**config.mk**
```make
export PLATFORM = sky130hd
export DESIGN_NAME = ldpc_hard_decision_syndrome_check
export DESIGN_NICKNAME = d
export VERILOG_FILES = /design/src/rtl/ldpc_hard_decision_syndrome_check.sv
export SDC_FILE = /design/constraint.sdc
export NUM_CORES = 1
export LEC_CHECK = 0
export ABC_CLOCK_PERIOD_IN_PS = 1800
export BUFFER_PORTS_ARGS = -buffer_cell sky130_fd_sc_hd__buf_2
export CAP_MARGIN = 20
export CORE_ASPECT_RATIO = 1.2
export CORE_MARGIN = 5
export CORE_UTILIZATION = 40
export CTS_BUF_LIST = sky130_fd_sc_hd__clkbuf_8
export CTS_CLUSTER_SIZE = 10
export DETAILED_ROUTE_END_ITERATION = 8
export PLACE_DENSITY = 0.66
export SLEW_MARGIN = 20
export SYNTH_ARGS = -nofsm -noshare
export SYNTH_HDL_FRONTEND = slang
export SYNTH_SLANG_ARGS = --single-unit
export TNS_END_PERCENT = 10
```
**constraint.sdc**
```tcl
create_clock -name clk -period 1.8 [get_ports clk]
set_input_delay 0.27 -clock clk [delete_from_list [all_inputs] [get_ports clk]]
set_output_delay 0.27 -clock clk [all_outputs]
set_load 0.01 [all_outputs]
```
**src/rtl/ldpc_hard_decision_syndrome_check.sv**
```systemverilog
// Hard-decision slicer and parity-check syndrome stage that sits after the
// belief-propagation decoder. It captures one posterior vector, slices it to a
// codeword, evaluates one H row per cycle, and hands the codeword and syndrome
// to the consumer over valid/ready. It also keeps saturating frame and error
// counters.
//
// state | meaning
// IDLE  | waiting for in_valid; in_ready high
// HARD  | slice captured posteriors into codeword, clear syndrome/row counter
// CHECK | evaluate one parity-check row per cycle
// DONE  | result presented; wait for out_ready
module ldpc_hard_decision_syndrome_check #(
  parameter int N_VARS    = 6,
  parameter int N_CHECKS  = 3,
  parameter int WIDTH     = 32,
  parameter logic [N_VARS*N_CHECKS-1:0] H_MATRIX = 18'b110100_011010_100011,
  parameter int CNT_WIDTH = 16
) (
  input  logic                    clk,
  input  logic                    reset_n,
  input  logic                    in_valid,
  output logic                    in_ready,
  input  logic [WIDTH*N_VARS-1:0] sum_vector,
  output logic                    out_valid,
  input  logic                    out_ready,
  output logic [N_VARS-1:0]       codeword,
  output logic [N_CHECKS-1:0]     syndrome,
  output logic                    syndrome_ok,
  output logic [CNT_WIDTH-1:0]    frame_count,
  output logic [CNT_WIDTH-1:0]    error_count
);

  localparam int ROW_W = (N_CHECKS > 1) ? $clog2(N_CHECKS) : 1;
  localparam logic [ROW_W-1:0] LAST_ROW = ROW_W'(N_CHECKS - 1);

  typedef enum logic [1:0] {IDLE, HARD, CHECK, DONE} state_t;

  state_t                  state;
  logic [WIDTH*N_VARS-1:0] cap;
  logic [ROW_W-1:0]        row_cnt;
  logic [N_VARS-1:0]       hard_bits;
  logic [N_CHECKS-1:0]     syn_next;

  // Slice each captured word: negative with non-zero magnitude -> 1.
  // -0.0 maps to 0; NaN/Inf fall out by sign because their magnitude is non-zero.
  always_comb begin
    logic [WIDTH-1:0] w;
    w         = '0;
    hard_bits = '0;
    for (int i = 0; i < N_VARS; i++) begin
      w = cap[WIDTH*(N_VARS-i)-1 -: WIDTH];
      hard_bits[N_VARS-1-i] = w[WIDTH-1] & (|w[WIDTH-2:0]);
    end
  end

  // Syndrome with the bit for the current row replaced by that row's parity.
  always_comb begin
    syn_next = syndrome;
    for (int r = 0; r < N_CHECKS; r++) begin
      if (row_cnt == ROW_W'(r))
        syn_next[N_CHECKS-1-r] = ^(H_MATRIX[(N_CHECKS-1-r)*N_VARS +: N_VARS] & codeword);
    end
  end

  // Control FSM with all outputs registered.
  always_ff @(posedge clk or negedge reset_n) begin
    if (!reset_n) begin
      state       <= IDLE;
      cap         <= '0;
      codeword    <= '0;
      syndrome    <= '0;
      row_cnt     <= '0;
      in_ready    <= 1'b1;
      out_valid   <= 1'b0;
      syndrome_ok <= 1'b0;
      frame_count <= '0;
      error_count <= '0;
    end else begin
      case (state)
        IDLE: begin
          if (in_valid) begin
            cap      <= sum_vector;
            in_ready <= 1'b0;
            state    <= HARD;
          end
        end
        HARD: begin
          codeword <= hard_bits;
          syndrome <= '0;
          row_cnt  <= '0;
          state    <= CHECK;
        end
        CHECK: begin
          syndrome <= syn_next;
          row_cnt  <= row_cnt + 1'b1;
          if (row_cnt == LAST_ROW) begin
            out_valid   <= 1'b1;
            syndrome_ok <= ~|syn_next;
            state       <= DONE;
          end
        end
        DONE: begin
          if (out_ready) begin
            if (frame_count != '1)
              frame_count <= frame_count + 1'b1;
            if (!syndrome_ok && (error_count != '1))
              error_count <= error_count + 1'b1;
            out_valid <= 1'b0;
            in_ready  <= 1'b1;
            state     <= IDLE;
          end
        end
        default: state <= IDLE;
      endcase
    end
  end

endmodule

```
Word level (Yosys, flattened, before mapping):

Index checks and enable logic that the tools add are counted.

* register bits after elaboration: 240
* input bits: 196
* output and inout port bits: 44
* word-level logic and storage cells: 69

* $add $sub $neg: 3
* equality and inequality tests: 10
* muxes and demuxes: 15
* bitwise gates (word level): 6
* reduce and logical (&&, ||, !) cells: 25

Operators with widths (number)
* 31-bit OR reduction: 6
* 16-bit by 1-bit adder with 16-bit output (second input constant): 2
* 16-bit != test (second input constant): 2
* 6-bit parity: 3
* 3-bit AND reduction: 5
* 2-bit one-hot mux with 4 select lines: 1
* 1-bit two-way mux: 7
* 1-bit bitwise AND: 6
* 2-bit == test (second input constant): 3
* 2-bit two-way mux: 3
* 2-bit != test (second input constant): 3
* 3-bit one-hot mux with 2 select lines: 1
* 2-bit nonzero test: 3
* 2-bit by 1-bit == test with 1-bit output (second input constant): 2
* 2-bit logical NOT: 2
* 1-bit one-hot mux with 2 select lines: 2
* 2-bit one-hot mux with 2 select lines: 1
* 2-bit AND reduction: 2
* 3-bit OR reduction: 1
* 2-bit by 1-bit adder with 2-bit output (second input constant): 1
* 1-bit logical NOT: 2
* 1-bit logical AND: 1

Longest topological paths before layout:

Gate-level depths: netlist of the first run.

* depth in word-level cells: 4
* mapped depth: 7
* mapped depth without buffers: 6

Worst setup path before layout of the first run:

No wires, ideal clock.

* kind: flip-flop to flip-flop
* start: register state[0]
* end: register cap[100]
* setup time: 125 ps
* arrival: 1576 ps
* data required time: 1675 ps
* slack: 100 ps
* stages on the path, launching flop included: 7
* buffers on the path: 2
* period minus slack after synthesis: 1700 ps
* path through: dfrtp_1 > inv_1 > ha_1 > nand2_1 > clkbuf_1 > buf_2 > mux2_2

* cells in the longest elaborated chain, start to end: 2

RTL lines
* start: declaration: RTL line 38 `state_t state;`
* start signal: assignment: RTL line 68 `state <= IDLE;`
* start signal: assignment: RTL line 84 `state <= HARD;`
* start signal: assignment: RTL line 91 `state <= CHECK;`
* 2-bit logical NOT: RTL line 79 `case (state)`
* 2-bit AND reduction (no source line)
* end signal: assignment: RTL line 82 `cap <= sum_vector;`
* end: declaration: RTL line 39 `logic [WIDTH*N_VARS-1:0] cap;`

No other way between the ends.
A chain may end at the register's enable or synchronous reset.

Worst setup path in the final report of the first run:

* start: register state[0]
* end: register cap[13]

The elaborated chain is that of the path after synthesis.

==> results of run 1 <==
[cells in the mapped netlist (all sizes together)]
master,instances
ha,10
buf,24
nand4,22
nand3,10
o22ai,4
and4,5
and3,1
or3,1
o2111ai,2
nand3b,1
mux2i,3
inv,19
nor2,8
nor3,11
o21ai,14
xnor2,21
and2,1
a2111oi,1
nand2b,1
a21oi,9
o211ai,8
o32a,1
a22o,1
nor4,48
a31oi,1
dfrtp,239
nand2,15
or2,2
xor2,14
clkbuf,5
dfstp,1
nor3b,1
nor2b,1
a21boi,1
a211oi,3
nor4b,1
mux2,195
[logic make-up (layout without fill, tap and decap cells)]
logic type      after synthesis  after routing  share of synthesized area [%]
fa+ha+maj                    10             10                           1.25
compound gates               45             45                           2.90
flops                       240            240                           60.2
xor+xnor                     35             35                           3.07
buf+inv                      48            552                           2.20
simple gates                129            129                           7.98
mux                         198            198                           22.4
other cells                   0              4                              0
[worst max-delay path by stage]
stage	start	slack, ns	endpoint	cells after the start
final	state[0]$_DFFE_PN0P_	0.08	cap[13]$_DFFE_PN0P_	5
after global routing	state[1]$_DFFE_PN0P_	0.009	error_count[15]$_DFFE_PN0P_	5
after CTS	state[0]$_DFFE_PN0P_	0.02	cap[36]$_DFFE_PN0P_	5
after detailed placement	state[0]$_DFFE_PN0P_	0.04	cap[36]$_DFFE_PN0P_	5
after global placement	frame_count[0]$_DFFE_PN0P_	0.09	frame_count[1]$_DFFE_PN0P_	5
after floorplan	state[0]$_DFFE_PN0P_	0.1	cap[100]$_DFFE_PN0P_	6
[state kept, by name, indices dropped and copies added (netlist names)]
register	count
cap	192
codeword	6
error_count	16
frame_count	16
in_ready	1
out_valid	1
row_cnt	2
state	2
syndrome	3
syndrome_ok	1
[routing by layer]
layer	vias to the layer above	GRT usage, %
li1	3541	-
met1	3768	22.0
met2	210	33.7
met3	69	4.22
met4	0	7.21
met5	-	0
[worst min-delay path, cell delays in order]
cell,delay [ns]
buf_2,0.14
mux2i_1,0.15
a21oi_1,0.08
[per-stage QoR]
step | power [uW] | util (%) | setup slack, ns | hold slack (ns) | std cells
finish | 20400 | 59.1 | 0.0819 | 0.127 | 1538
global route | 21700 | 59.1 | 0.00880 | 0.113 | 1535
CTS | 20400 | 59.0 | 0.0162 | 0.0823 | 1534
detailed placement | 14900 | 47.7 | 0.0444 | 0.232 | 1270
global placement | 14600 | 47.7 | 0.0945 | 0.235 | 1270
floorplan | 13100 | - | 0.0995 | -0.0256 | 705
[layout make-up]
| cell class | count | area [sq um] |
|---|---|---|
| inverter | 19 | 71.3 |
| clock inverter | 15 | 97.6 |
| antenna | 4 | 10.0 |
| multi-input combinational | 417 | 3770 |
| timing repair buffer | 462 | 3460 |
| sequential | 240 | 6010 |
| fill | 1879 | 10100 |
| clock buffer | 56 | 771 |
| tap | 325 | 407 |
[power groups by stage]
stage / combinational, uW / sequential, uW / clock, uW
after floorplan: 4020 / 9040 / 0
after global placement: 5360 / 9290 / 0
after detailed placement: 5520 / 9390 / 0
after CTS: 5870 / 9300 / 5250
after global routing: 6500 / 9670 / 5480
final: 5910 / 9360 / 5090
[timing repair]
| action | in CTS | in global routing |
|---|---|---|
| hold buffers | 193 | 0 |
| hold endpoints to repair | 242 | 0 |
| resized for setup | 0 | 5 |
| endpoints found under the setup margin | 0 | 149 |
==> summary.txt, run 1 <==
Unique masters post-synth -> 50
Metal3 WL -> 1370 um
Power Dens Cells -> 1400 nW/um^2
Startpoint types -> flop
Clk_skew -> 0.0148 ns
Worst-Margin Slew -> 0.457 ns
Highest routed layer -> met4
CTS Buf Count -> 39
Layout area overhead -> 46.3%
WP buf/inv -> 2
Max-slew headroom at the worst pin -> 69.5%
Yosys top cell by area -> dfrtp_1
Leakage -> 0.00670 uW
Via Count -> 7588
Slowest stage delay, CP -> 0.40 ns
Total gr overflow -> 0
Synth top area share -> 60.0%
Design area -> 14600 sq um
Switch share -> 29.6%
Worst R2R Start -> state[0]$_DFFE_PN0P_
CP Class -> reg -> reg
Final hold viol count -> 0
CP Data Arrival Time -> 2.11 ns
Detailed Place HPWL -> 16900 um
Post-DR vias/cell -> 4.93
DRT iter0 DRCs -> 246
Die Height -> 183 um
Number of global-route vias before repair -> 8672
# Max-Cap Violations -> 0
Crit share post-route -> 95.5%
Clk root buf -> clkbuf_8
FF-to-FF setup slack -> 0.08 ns
R2r worst-path depth -> 5
H-tree depth -> 2
Setup-failing EPs final -> 0
Clk Latency, worst-skew pair -> 0.52 ns
Die W -> 154 um
Met2 WL -> 14000 um
Number of synthesized register bits -> 240
Internal -> 14300 uW
Worst r2r dst -> cap[13]$_DFFE_PN0P_
Switching power -> 6020 uW
Leading cell type in the layout, fill and taps excluded -> dfrtp_1
I/O Buffers -> 239
Pin count of the biggest net entering global routing -> 65
Die area -> 28200 sq um
Clock power frac -> 25.0%
Boundary Pins -> 240
CTS sink cnt -> 240
Antenna viol nets, final -> 0
Clock transition at path regs -> 0.07 ns
Routability cong. -> 0.789
Part of the power in combinational logic -> 29.0%
TritonRoute pass-1 iters -> 4
Avg Synthesized Cell Area -> 14.1 sq um
Placed cell areas -> 11800 sq um
Critical Path RT -> 2.20 ns
Sequential area share after synthesis -> 60.2%
Initial antenna violation count -> 1
Power share of the sequential group -> 45.9%
GRT Total Usage -> 18.8%
Wire per inst -> 17.4 um
Status -> finished clean
FP Rows -> 63
WL final -> 26700 um
Total negative slack -> 0 ns
Maximum achievable frequency -> 0.582 GHz
CP endpoint kind -> flop
Unrepaired setup endpoints after global routing -> no
Hold Crit Depth -> 3
Post-synthesis cell area -> 9970 sq um
Crit path cell chain -> inv_1 -> ha_2 -> nand2_4 -> buf_12 -> mux2_2
Slowest-stage cell, CP -> dfrtp_1
Peak VDD IR -> 0.939 mV
Core area -> 24700 sq um
Largest cells by area after synthesis -> dfrtp_1 (60%), mux2_2 (22%), nor4_1 (2.9%), xnor2_1 (1.8%), nand4_1 (1.3%)
Share of cells above drive strength 1 -> 44.9%
Layout Nets -> 1385
Worst hold endpoint -> in_ready$_DFFE_PN1P_
Crit-path max FO -> 42
Commonest non-fill, non-tap cells in the layout -> dfrtp_1 (239), buf_2 (238), mux2_2 (193), dlygate4sd3_1 (193), clkbuf_8 (56)
Pins Over Slew Limit -> 0
Yosys warns -> 0
Mapped Nets -> 911
Hold Startpoint -> in_valid
Hold Crit Class -> in -> reg
Crit path max-delay family -> flip-flops
Number of setup buffers added after CTS -> 0
Initial core utilization -> 40.4%
Number of remaining DRC errors -> 0
Max clock buf depth -> 3
Minimum clock period -> 1.72 ns
CTS tree -> built
Mapped Cells -> 705
Metal-1 WL -> 10500 um
First-pass GRT wire length -> 43200 um
Power figures use the tool's default switching activity.
==> inputs of run 2 (changes only) <==
--- a/config.mk
+++ b/config.mk
@@ -8,13 +8,16 @@
 export ABC_CLOCK_PERIOD_IN_PS = 1800
 export BUFFER_PORTS_ARGS = -buffer_cell sky130_fd_sc_hd__buf_2
 export CAP_MARGIN = 20
+export CELL_PAD_IN_SITES_DETAIL_PLACEMENT = 0
+export CELL_PAD_IN_SITES_GLOBAL_PLACEMENT = 1
 export CORE_ASPECT_RATIO = 1.2
 export CORE_MARGIN = 5
-export CORE_UTILIZATION = 40
+export CORE_UTILIZATION = 45
 export CTS_BUF_LIST = sky130_fd_sc_hd__clkbuf_8
+export CTS_CLUSTER_DIAMETER = 100
 export CTS_CLUSTER_SIZE = 10
 export DETAILED_ROUTE_END_ITERATION = 8
-export PLACE_DENSITY = 0.66
+export PLACE_DENSITY = 0.86
 export SLEW_MARGIN = 20
 export SYNTH_ARGS = -nofsm -noshare
 export SYNTH_HDL_FRONTEND = slang
==> run 2 against run 1 <==
Total power is 7.9% lower. Critical path depth is 1 higher. Sequential power is 0.5% higher. Non-clock buffer count is 11 higher. Register-to-register slack hardly changed. Die area is 10% lower. First-iteration DRC count is 20% lower.
==> summary.txt, run 2 (synthesized netlist as in run 1, its figures left out) <==
Status -> finished clean
R2r worst-path depth -> 6
Pins Over Slew Limit -> 0
Post-DR vias/cell -> 5.23
Routability cong. -> 0.792
TritonRoute pass-1 iters -> 4
Hold Crit Class -> in -> reg
Placement Setup Slack -> 0.0617 ns
Startpoint types -> flop
Critical Path End -> cap[122]$_DFFE_PN0P_
Total gr overflow -> 0
Initial core utilization -> 45.8%
Layout area overhead -> 42.5%
Boundary Pins -> 240
Leading cell type in the layout, fill and taps excluded -> dfrtp_1
FP Rows -> 59
Share of cells above drive strength 1 -> 43.4%
Layout Nets -> 1384
Final hold viol count -> 0
I/O Buffers -> 239
Number of global-route vias before repair -> 8709
Via Count -> 7674
Switch share -> 31.0%
Finished Core Util -> 65.3%
Clock transition at path regs -> 0.07 ns
Critical Path RT -> 2.22 ns
Clk Latency, worst-skew pair -> 0.54 ns
CP Class -> reg -> reg
CTS sink cnt -> 240
Crit path from -> state[0]$_DFFE_PN0P_
Clock power frac -> 17.0%
Die area -> 25200 sq um
Die Height -> 173 um
Most flop-heavy register -> cap
Minimum clock period -> 1.72 ns
Die W -> 146 um
Crit-path max FO -> 20
Worst r2r dst -> cap[122]$_DFFE_PN0P_
WL final -> 27300 um
Antenna viol nets, final -> 0
Pin count of the biggest net entering global routing -> 55
Max clock buf depth -> 3
Internal -> 12900 uW
Initial antenna violation count -> 7
Max-slew headroom at the worst pin -> 70.7%
Power share of the sequential group -> 50.2%
Worst-Margin Slew -> 0.439 ns
CP Data Arrival Time -> 2.13 ns
CTS tree -> built
Leakage -> 0.00656 uW
Setup-failing EPs final -> 0
Unrepaired setup endpoints after global routing -> no
Number of remaining DRC errors -> 0
Power Dens Cells -> 1320 nW/um^2
Switching power -> 5800 uW
Peak VDD IR -> 0.908 mV
Max FFs per register -> 192
# Max-Cap Violations -> 0
Worst R2R Start -> state[0]$_DFFE_PN0P_
Core area -> 21800 sq um
Commonest non-fill, non-tap cells in the layout -> dfrtp_1 (239), buf_2 (238), mux2_2 (193), dlygate4sd3_1 (193), nor4_1 (45)
H-tree depth -> 1
Maximum achievable frequency -> 0.582 GHz
DRT iter0 DRCs -> 196
CTS Buf Count -> 27
Wire per inst -> 18.6 um
Clk root buf -> clkbuf_8
Top Registers -> cap (192), error_count (16), frame_count (16)
Crit share post-route -> 95.4%
Part of the power in combinational logic -> 32.9%
GRT Total Usage -> 21.7%
Number of setup buffers added after CTS -> 0
Final worst setup slack -> 0.0820 ns
Detailed Place HPWL -> 17100 um
First-pass GRT wire length -> 45000 um
FF-to-FF setup slack -> 0.08 ns
Total negative slack -> 0 ns
CP endpoint kind -> flop
Clk_skew -> 0.0134 ns
## run 2: cell count changes in the layout (fill, tap and decap cells not counted), sizes merged
cell and change:
clkbuf -29, buf +11, clkinv -5, diode +3
inv +3, bufinv -1, clkinvlp -1
## run 2: timing repair
action / in CTS / in global routing
endpoints found under the hold margin: 265 / 0
resized for setup: 0 / 3
setup endpoints to repair: 0 / 15
hold buffers: 193 / 0
## run 2: how the worst min path moves through the flow
stage                         start                           to  slack [ns]  cells past startpoint
after CTS                 out_ready        out_valid$_DFFE_PN0P_        0.06                      4
final                     out_ready        out_valid$_DFFE_PN0P_        0.10                      4
after floorplan             reset_n           cap[0]$_DFFE_PN0P_       -0.03                      0
after global routing      out_ready        out_valid$_DFFE_PN0P_        0.11                      4
after detailed placement    reset_n  error_count[10]$_DFFE_PN0P_        0.22                      1
after global placement      reset_n  error_count[10]$_DFFE_PN0P_        0.22                      1
## run 2: through the flow
stage / std cells / instance area [sq um] / hold WS [ns] / total power [uW]
after CTS: 1461 / 14200 / 0.0629 / 18600
after detailed placement: 1230 / 11800 / 0.224 / 15100
after floorplan: 705 / 9970 / -0.0256 / 13100
final: 1468 / 14200 / 0.102 / 18800
after global routing: 1468 / 14200 / 0.113 / 19900
after global placement: 1230 / 11800 / 0.224 / 14800
## run 2: layout make-up
class / instances / area (sq um)
multi-input combinational: 417 / 3760
clock inverter: 11 / 41.3
antenna: 7 / 17.5
inverter: 19 / 71.3
sequential: 240 / 6010
tap: 274 / 343
clock buffer: 27 / 372
timing repair buffer: 473 / 3600
fill: 1550 / 7560
## run 2: power groups by stage
stage | combinational [uW] | clock, uW | sequential, uW
finish | 6160 | 3180 | 9410
global route | 6760 | 3490 | 9690
CTS | 6070 | 3250 | 9310
detailed placement | 5720 | 0 | 9410
global placement | 5520 | 0 | 9290
floorplan | 4020 | 0 | 9040
## run 2: worst max-delay path: stages (launching register included)
cell	delay [ns]
dfrtp_1	0.40
inv_1	0.10
ha_1	0.25
nand2_4	0.13
buf_12	0.17
buf_12	0.18
mux2_2	0.36
## run 2: metal layers
| layer | track usage (%) | share of wire (%) |
|---|---|---|
| met1 | 24.8 | 37 |
| met3 | 4.03 | 4.9 |
| met5 | 0 | 0 |
| met2 | 39.9 | 54 |
| met4 | 8.79 | 4.1 |
